### src/rtl/c432_key_loader.sv
`default_nettype none
// ============================================================================
// Module   : c432_key_loader
// Purpose  : Serial-in key loader for the locked c432 netlist. Key bits are
//            collected LSB first into a shadow register and committed to
//            key_out (keyinput0..KEY_W-1) in a single atomic step, so the
//            locked core never sees a partially written key.
// Ports    : clk, rst          - clock / synchronous active-high reset
//            load_start        - 1-cycle pulse, begin or restart a key load
//            sdata_valid/sdata - serial key bit stream (LSB first)
//            sdata_ready       - loader accepts a bit this cycle
//            key_out           - committed key
//            key_valid         - key_out holds a complete committed key
//            busy              - load in progress
//            load_err          - sticky: last load rejected on parity
// Config   : KEY_PARITY_EN - when defined, one trailing even-parity bit is
//            required per load; otherwise load_err is tied to 0.
// Revision : 1.0 - initial release
// ============================================================================
module c432_key_loader #(
    parameter int KEY_W = 24,
    parameter int CNT_W = 5
) (
    input  logic             clk,
    input  logic             rst,
    input  logic             load_start,
    input  logic             sdata_valid,
    input  logic             sdata,
    output logic             sdata_ready,
    output logic [KEY_W-1:0] key_out,
    output logic             key_valid,
    output logic             busy,
    output logic             load_err
);

    typedef enum logic [1:0] {
        ST_IDLE   = 2'd0,
        ST_SHIFT  = 2'd1,
`ifdef KEY_PARITY_EN
        ST_PARITY = 2'd3,
`endif
        ST_COMMIT = 2'd2
    } state_t;

    localparam logic [CNT_W-1:0] C_CNT_LAST = CNT_W'(KEY_W - 1);
    localparam logic [CNT_W-1:0] C_CNT_ONE  = CNT_W'(1);

    state_t             r_state;
    state_t             w_state_nxt;
    logic [CNT_W-1:0]   r_cnt;
    logic [KEY_W-1:0]   r_shadow;
    logic [KEY_W-1:0]   r_key;
    logic               r_key_valid;
    // A load_start seen during COMMIT is held here and acted on in IDLE.
    logic               r_start_pend;

    logic               w_ready;
    logic               w_start;
    logic               w_restart;
    logic               w_shift;
    logic               w_commit;
    logic               w_par_fail;

    // ------------------------------------------------------------------
    // State register
    // ------------------------------------------------------------------
    always_ff @(posedge clk) begin
        if (rst) begin
            r_state <= ST_IDLE;
        end else begin
            r_state <= w_state_nxt;
        end
    end

    // ------------------------------------------------------------------
    // Next state and datapath strobes
    // ------------------------------------------------------------------
    always_comb begin
        w_state_nxt = r_state;
        w_ready     = 1'b0;
        w_start     = 1'b0;
        w_restart   = 1'b0;
        w_shift     = 1'b0;
        w_commit    = 1'b0;
        w_par_fail  = 1'b0;
        case (r_state)
            ST_IDLE: begin
                if (load_start || r_start_pend) begin
                    w_start     = 1'b1;
                    w_state_nxt = ST_SHIFT;
                end
            end
            ST_SHIFT: begin
                w_ready = 1'b1;
                // Restart wins over a bit presented in the same cycle.
                if (load_start) begin
                    w_restart = 1'b1;
                end else if (sdata_valid) begin
                    w_shift = 1'b1;
                    if (r_cnt == C_CNT_LAST) begin
`ifdef KEY_PARITY_EN
                        w_state_nxt = ST_PARITY;
`else
                        w_state_nxt = ST_COMMIT;
`endif
                    end
                end
            end
`ifdef KEY_PARITY_EN
            ST_PARITY: begin
                w_ready = 1'b1;
                if (load_start) begin
                    w_restart   = 1'b1;
                    w_state_nxt = ST_SHIFT;
                end else if (sdata_valid) begin
                    // Even parity: key bits plus parity bit XOR to zero.
                    if (^{r_shadow, sdata}) begin
                        w_par_fail  = 1'b1;
                        w_state_nxt = ST_IDLE;
                    end else begin
                        w_state_nxt = ST_COMMIT;
                    end
                end
            end
`endif
            ST_COMMIT: begin
                w_commit    = 1'b1;
                w_state_nxt = ST_IDLE;
            end
            default: begin
                w_state_nxt = ST_IDLE;
            end
        endcase
    end

    // ------------------------------------------------------------------
    // Datapath registers
    // ------------------------------------------------------------------
    always_ff @(posedge clk) begin
        if (rst) begin
            r_cnt        <= '0;
            r_shadow     <= '0;
            r_key        <= '0;
            r_key_valid  <= 1'b0;
            r_start_pend <= 1'b0;
        end else begin
            if (w_start) begin
                r_cnt        <= '0;
                r_shadow     <= '0;
                r_key_valid  <= 1'b0;
                r_start_pend <= 1'b0;
            end
            if (w_restart) begin
                r_cnt    <= '0;
                r_shadow <= '0;
            end
            if (w_shift) begin
                r_shadow[r_cnt] <= sdata;
                r_cnt           <= r_cnt + C_CNT_ONE;
            end
            if (w_par_fail) begin
                r_shadow <= '0;
            end
            if (w_commit) begin
                r_key        <= r_shadow;
                r_key_valid  <= 1'b1;
                r_start_pend <= load_start;
            end
        end
    end

`ifdef KEY_PARITY_EN
    logic r_load_err;

    always_ff @(posedge clk) begin
        if (rst) begin
            r_load_err <= 1'b0;
        end else if (w_start) begin
            r_load_err <= 1'b0;
        end else if (w_par_fail) begin
            r_load_err <= 1'b1;
        end
    end

    assign load_err = r_load_err;
`else
    assign load_err = 1'b0;
`endif

    assign sdata_ready = w_ready;
    assign key_out     = r_key;
    assign key_valid   = r_key_valid;
    assign busy        = (r_state != ST_IDLE);

endmodule
`default_nettype wire

### config.mk
export PLATFORM = sky130hd
export DESIGN_NAME = c432_key_loader
export DESIGN_NICKNAME = d
export VERILOG_FILES = /design/src/rtl/c432_key_loader.sv
export SDC_FILE = /design/constraint.sdc
export NUM_CORES = 1
export LEC_CHECK = 0
export ABC_AREA = 1
export BUFFER_PORTS_ARGS = -buffer_cell sky130_fd_sc_hd__clkbuf_2
export CAP_MARGIN = 15
export CORE_UTILIZATION = 55
export DETAILED_ROUTE_END_ITERATION = 8
export PLACE_DENSITY = 0.79
export SYNTH_ARGS = -nofsm -noshare
export SYNTH_HDL_FRONTEND = slang
export SYNTH_SLANG_ARGS = --single-unit
### constraint.sdc
create_clock -name clk -period 2.9 [get_ports clk]
set_clock_uncertainty 0.1 [all_clocks]
set_input_delay 0 -clock clk [delete_from_list [all_inputs] [get_ports clk]]
set_output_delay 0 -clock clk [all_outputs]
set_load 0.01 [all_outputs]
# After elaboration in Yosys (flattened, before gate mapping)
# Index checks and enable logic that the tools add are counted.
[word_totals]
regBits = 57
output_inout_bits = 28
in_bits = 5
word_cells = 50
[classes]
n_lt_le_gt_ge = 2
reduce_logical = 7
n_addsub = 1
n_eq_ne = 7
muxes = 27
[ops]
columns = ["cell", "n"]
rows = [
  ["$mux 24", 4],
  ["$bwmux 24", 1],
  ["$mux 5", 3],
  ["$mux 1", 13],
  ["$mux 2", 4],
  ["$ne 2x2->1 const B", 4],
  ["$lt 5x6->1 const B", 1],
  ["$add 5x1->5 const B", 1],
  ["$demux 1 s5", 1],
  ["$eq 5x5->1 const B", 1],
  ["$ge 5x1->1 const B", 1],
  ["$pmux 2 s2", 1],
  ["$reduce_and 4->1", 1],
  ["$reduce_bool 2->1", 2],
  ["$reduce_bool 3->1", 1],
  ["$eq 2x1->1 const B", 1],
  ["$eq 2x2->1 const B", 1],
  ["$logic_not 2->1", 1],
  ["$logic_and 1x1->1", 1],
  ["$logic_or 1x1->1", 1],
]

# Depth between registers and ports, before layout
[logic_depth]
ltp_word = 8
depth_mapped = 8
ltp_nobuf = 7

# Worst setup path before layout
# Ideal clock, no wire load.
[synth_path]
path_type = "register to register"
from = "register r_cnt[0]"
to = "register r_shadow[11]"
stages_incl_launch_ff = 6
slack_ps = 1543
n_path_buf = 1
setup_time_ps = 128
period_less_slack_ps = 1357
arrival_ps = 1129
required_ps = 2672
cell_sequence = "dfxtp_1 ha_1 clkbuf_1 nand4_1 nand2_1 nor2_1"
[synth_via]
elab_chain_cells = 6
elab_cells_between_ends = 7
classes_between = "2 x order compare; 4 x mux; 1 x reduce/logical"
[synth_lines]
columns = ["element", "line_no", "source"]
rows = [
  ["start: declaration", "50", "logic [CNT_W-1:0] r_cnt;"],
  ["start signal: assignment", "159", "r_cnt <= r_cnt + C_CNT_ONE;"],
  ["$lt 5x6->1 (implied by the code) / $ge 5x1->1 (equally long branches)", "158", "r_shadow[r_cnt] <= sdata;"],
  ["$logic_and 1x1->1 (implied by the code)", "158", ""],
  ["$mux 1 (implied by the code)", "158", ""],
  ["$demux 1 s5 (*)", "158", ""],
  ["$bwmux 24 (*)", "158", ""],
  ["$mux 24 (*)", "157", "if (w_shift) begin"],
  ["end signal: indexed assignment", "158", ""],
  ["end: declaration", "51", "logic [KEY_W-1:0] r_shadow;"],
]
# Mark *: on every way between the ends. The rest lies on a longest branch, timed or not.
# A chain may end at the register's enable or synchronous reset.

# Worst setup path in the final report
[layout_path]
from = "register r_state[0]"
to = "register r_key[5], in the netlist key_out[5]"
[layout_via]
elab_chain_cells = 2
[layout_lines]
columns = ["element", "line_no", "source"]
rows = [
  ["start: declaration", "48", "state_t r_state;"],
  ["start signal: assignment", "71", "r_state <= w_state_nxt;"],
  ["$eq 2x2->1", "86", "case (r_state)"],
  ["$mux 1", "86", ""],
  ["end signal: assignment", "165", "r_key <= r_shadow;"],
  ["end: declaration", "52", "logic [KEY_W-1:0] r_key;"],
]
# No other way between the ends.

==> reports/metrics.yaml <==
outcome:
  status: "finished, violations left"
  violations: "DRC"
finish:
  final_common_cell: "nor2_1"
  multi_input_area_sq_um: 1229
  layout_common_cells: "87 x nor2_1, 63 x nand2_1, 57 x dfxtp_1, 38 x nand3_1, 31 x clkbuf_2"
  syn_to_final_growth_pct: 12.01
  antenna_cells: 0
  drive_above_1_share_pct: 12.97
  nFillCells: 425
  regArea_sq_um: 1141
  final_nets: 405
placement:
  port_buffers: 31
  place.gp.congestion: 0.8354
  dp_hpwl_mm: 3.391
synthesis:
  synth-seq-area-share_pct: 43.99
  synth_area_sq_um: 2594
  synth_edf_count: 0
  yosys.cell_types.count: 19
  synth_warnings: 0
  synth_seq_cells: 57
  async_reset_ff_share_pct: 0
  avgSynthCellArea_sq_um: 6.898
  synthCells: 376
  synth_fp_nets: 385
  synth_ff_type: "dfxtp_1"
cts:
  h-tree-depth: 3
  root_buffer: "clkbuf_8"
  clkSinkCount: 57
  cts_tree: "done"
  cts_inserted_buffers: 9
  cts.clk_slew.worst_paths_ps: 60
  worstSkewPairLatency_ps: 340
  cts-resized-gates: 0
  cts_buffer_depth: 2
worst_setup_path:
  max_stage_delay_ps: 530
  r2r_cells: 5
  r2r_end: "key_out[5]"
  ff2ff_setup_slack_ps: 870
  crit_arrival_ps: 2120
  end_kind: "flip-flop"
  crit_required_ps: 2990
  cp-start-kind: "flip-flop"
  crit_path_cell_trace: "inv_2, nand2_1, inv_1, o21ai_0, a21oi_1"
  criticalPathCategory: "reg -> reg"
  critPathMaxFanout: 33
  cpMaxStageDelayCell: "inv_1"
  timing.rr.start: "r_state[0]"
drt:
  wl_per_cell_microns: 12.30
  initialDrtViolationCount: 190
  highest_layer: "met4"
  wl_mm: 5.572
  wl_met2_mm: 2.500
  m1WireLength_mm: 2.644
  dr.pass1.iters: 6
  viasPerCell: 5.411
  antenna_left: 0
  vias: 2451
  drcViolationCount: 6
  wl_met3_microns: 318
die:
  core.rowCount: 24
  boundaryPins: 33
  die_h_microns: 70.67
  initial_core_util_pct: 58.36
  die_area_sq_um: 4994
  die_w_microns: 70.67
  coreArea_sq_um: 4444
sta:
  setup_violations: 0
  max_slew_margin_pct: 39.86
  setup_tns_ps: 0
  min_period_ps: 2025
  drv_slew: 0
  finalCritPeriodShare_pct: 69.83
  rsz0062_at_grt: "no"
  whs_ps: 20.13
  hold_viol_final: 0
  fmax_ghz: 0.4938
  worst_pin_slew_ps: 901.1
grt:
  grt_antenna_before_repair: 0
  grt_pass1_vias: 2275
  track_usage_pct: 24.89
  grt.overflow.total: 0
  grt_pass1_wl_mm: 9.818
  grt_max_degree: 35
min_path:
  hold_path_depth: 6
  hp-class: "in -> reg"
  hp-start: "sdata_valid"
  hold_end: "r_state[0]"
job:
  maxCapViolCount: 0
pwr:
  power_density_nw_per_um2: 545.6
  peakVddDrop_mv: 0.3167
  p_leak_nw: 1.237
  total_power_mw: 1.585
## cells by family (layout without fill, tap and decap cells)
logic type | count (synthesis) | count (layout) | share of synthesized area (%)
other | 1 | 1 | 0.1446
flip-flops | 57 | 57 | 43.99
adder cells (fa/ha/maj) | 4 | 4 | 1.930
buffers and inverters | 51 | 76 | 8.635
AND/OR/NAND/NOR | 221 | 221 | 37.19
AO/OA/AOI/OAI | 42 | 42 | 8.104
## metrics by stage
step                      worst slack [ps]  instance area, sq um  std cells  utilization [%]
after global placement                1013                  2706        436            60.90
after floorplan                       1543                  2594        376                -
after CTS                            865.8                  2905        453            65.37
after global routing                 546.8                  2905        453            65.37
final                                875.0                  2905        453            65.37
after detailed placement             873.4                  2706        436            60.90
## power by group
part | total [mW] | switching [mW] | internal [mW]
combinational | 0.0803 | 0.0610 | 0.0193
clock | 0.716 | 0.298 | 0.418
sequential | 0.788 | 0.00305 | 0.785
total | 1.59 | 0.362 | 1.22
## how the worst max path moves through the flow
stage          depth (start not counted)        from           end  slack, ps
4_1_cts                                5  r_state[0]    key_out[2]        870
2_1_floorplan                          5    r_cnt[0]  r_shadow[11]       1540
3_3_place_gp                           5  r_state[0]    key_out[2]       1010
5_1_grt                                5  r_state[0]    key_out[5]        550
6_report                               5  r_state[0]    key_out[5]        870
3_5_place_dp                           5  r_state[0]    key_out[2]        870
## final cells by class
class	count	area share, %
clock buffer	13	5.125
clock inverter	3	1.378
inverter	25	3.230
multi-input combinational	268	42.29
sequential	57	39.28
tap	52	2.239
timing repair buffer	35	6.460
## sequential cells by signal (all words and copies together), names as in the netlist
register	cells
r_cnt	5
r_state	2
r_start_pend	1
key_out	24
key_valid	1
r_shadow	24
## worst max-delay path: cells and delay by family (launching register included)
family,cells,cell delay [ps]
flip-flops,1,420
buffers and inverters,2,570
AO/OA/AOI/OAI,2,400
AND/OR/NAND/NOR,1,370
## cells in the mapped netlist (3+ instances only)
| cell | count | area share, % |
|---|---|---|
| nand3_1 | 38 | 7.3 |
| o21ai_0 | 26 | 5.0 |
| a21oi_1 | 16 | 3.1 |
| nand4_1 | 29 | 7.0 |
| dfxtp_1 | 57 | 44 |
| clkbuf_1 | 11 | 1.6 |
| ha_1 | 4 | 1.9 |
| buf_1 | 3 | 0.43 |
| nor2_1 | 87 | 13 |
| inv_1 | 24 | 3.5 |
| nand2_1 | 63 | 9.1 |
| buf_2 | 8 | 1.5 |
## per-layer routing
layer  track usage [%]  vias to the layer above
li1                  -                     1273
met1             30.14                     1098
met2             41.53                       68
met3             4.274                       12
met4             15.33                        0
met5                 0                        -
## what timing repair did
action	CTS	global route
hold buffers	1	0
setup buffers	0	0
hold endpoints to repair	1	0
No activity file was read; power rests on OpenSTA's default activity.
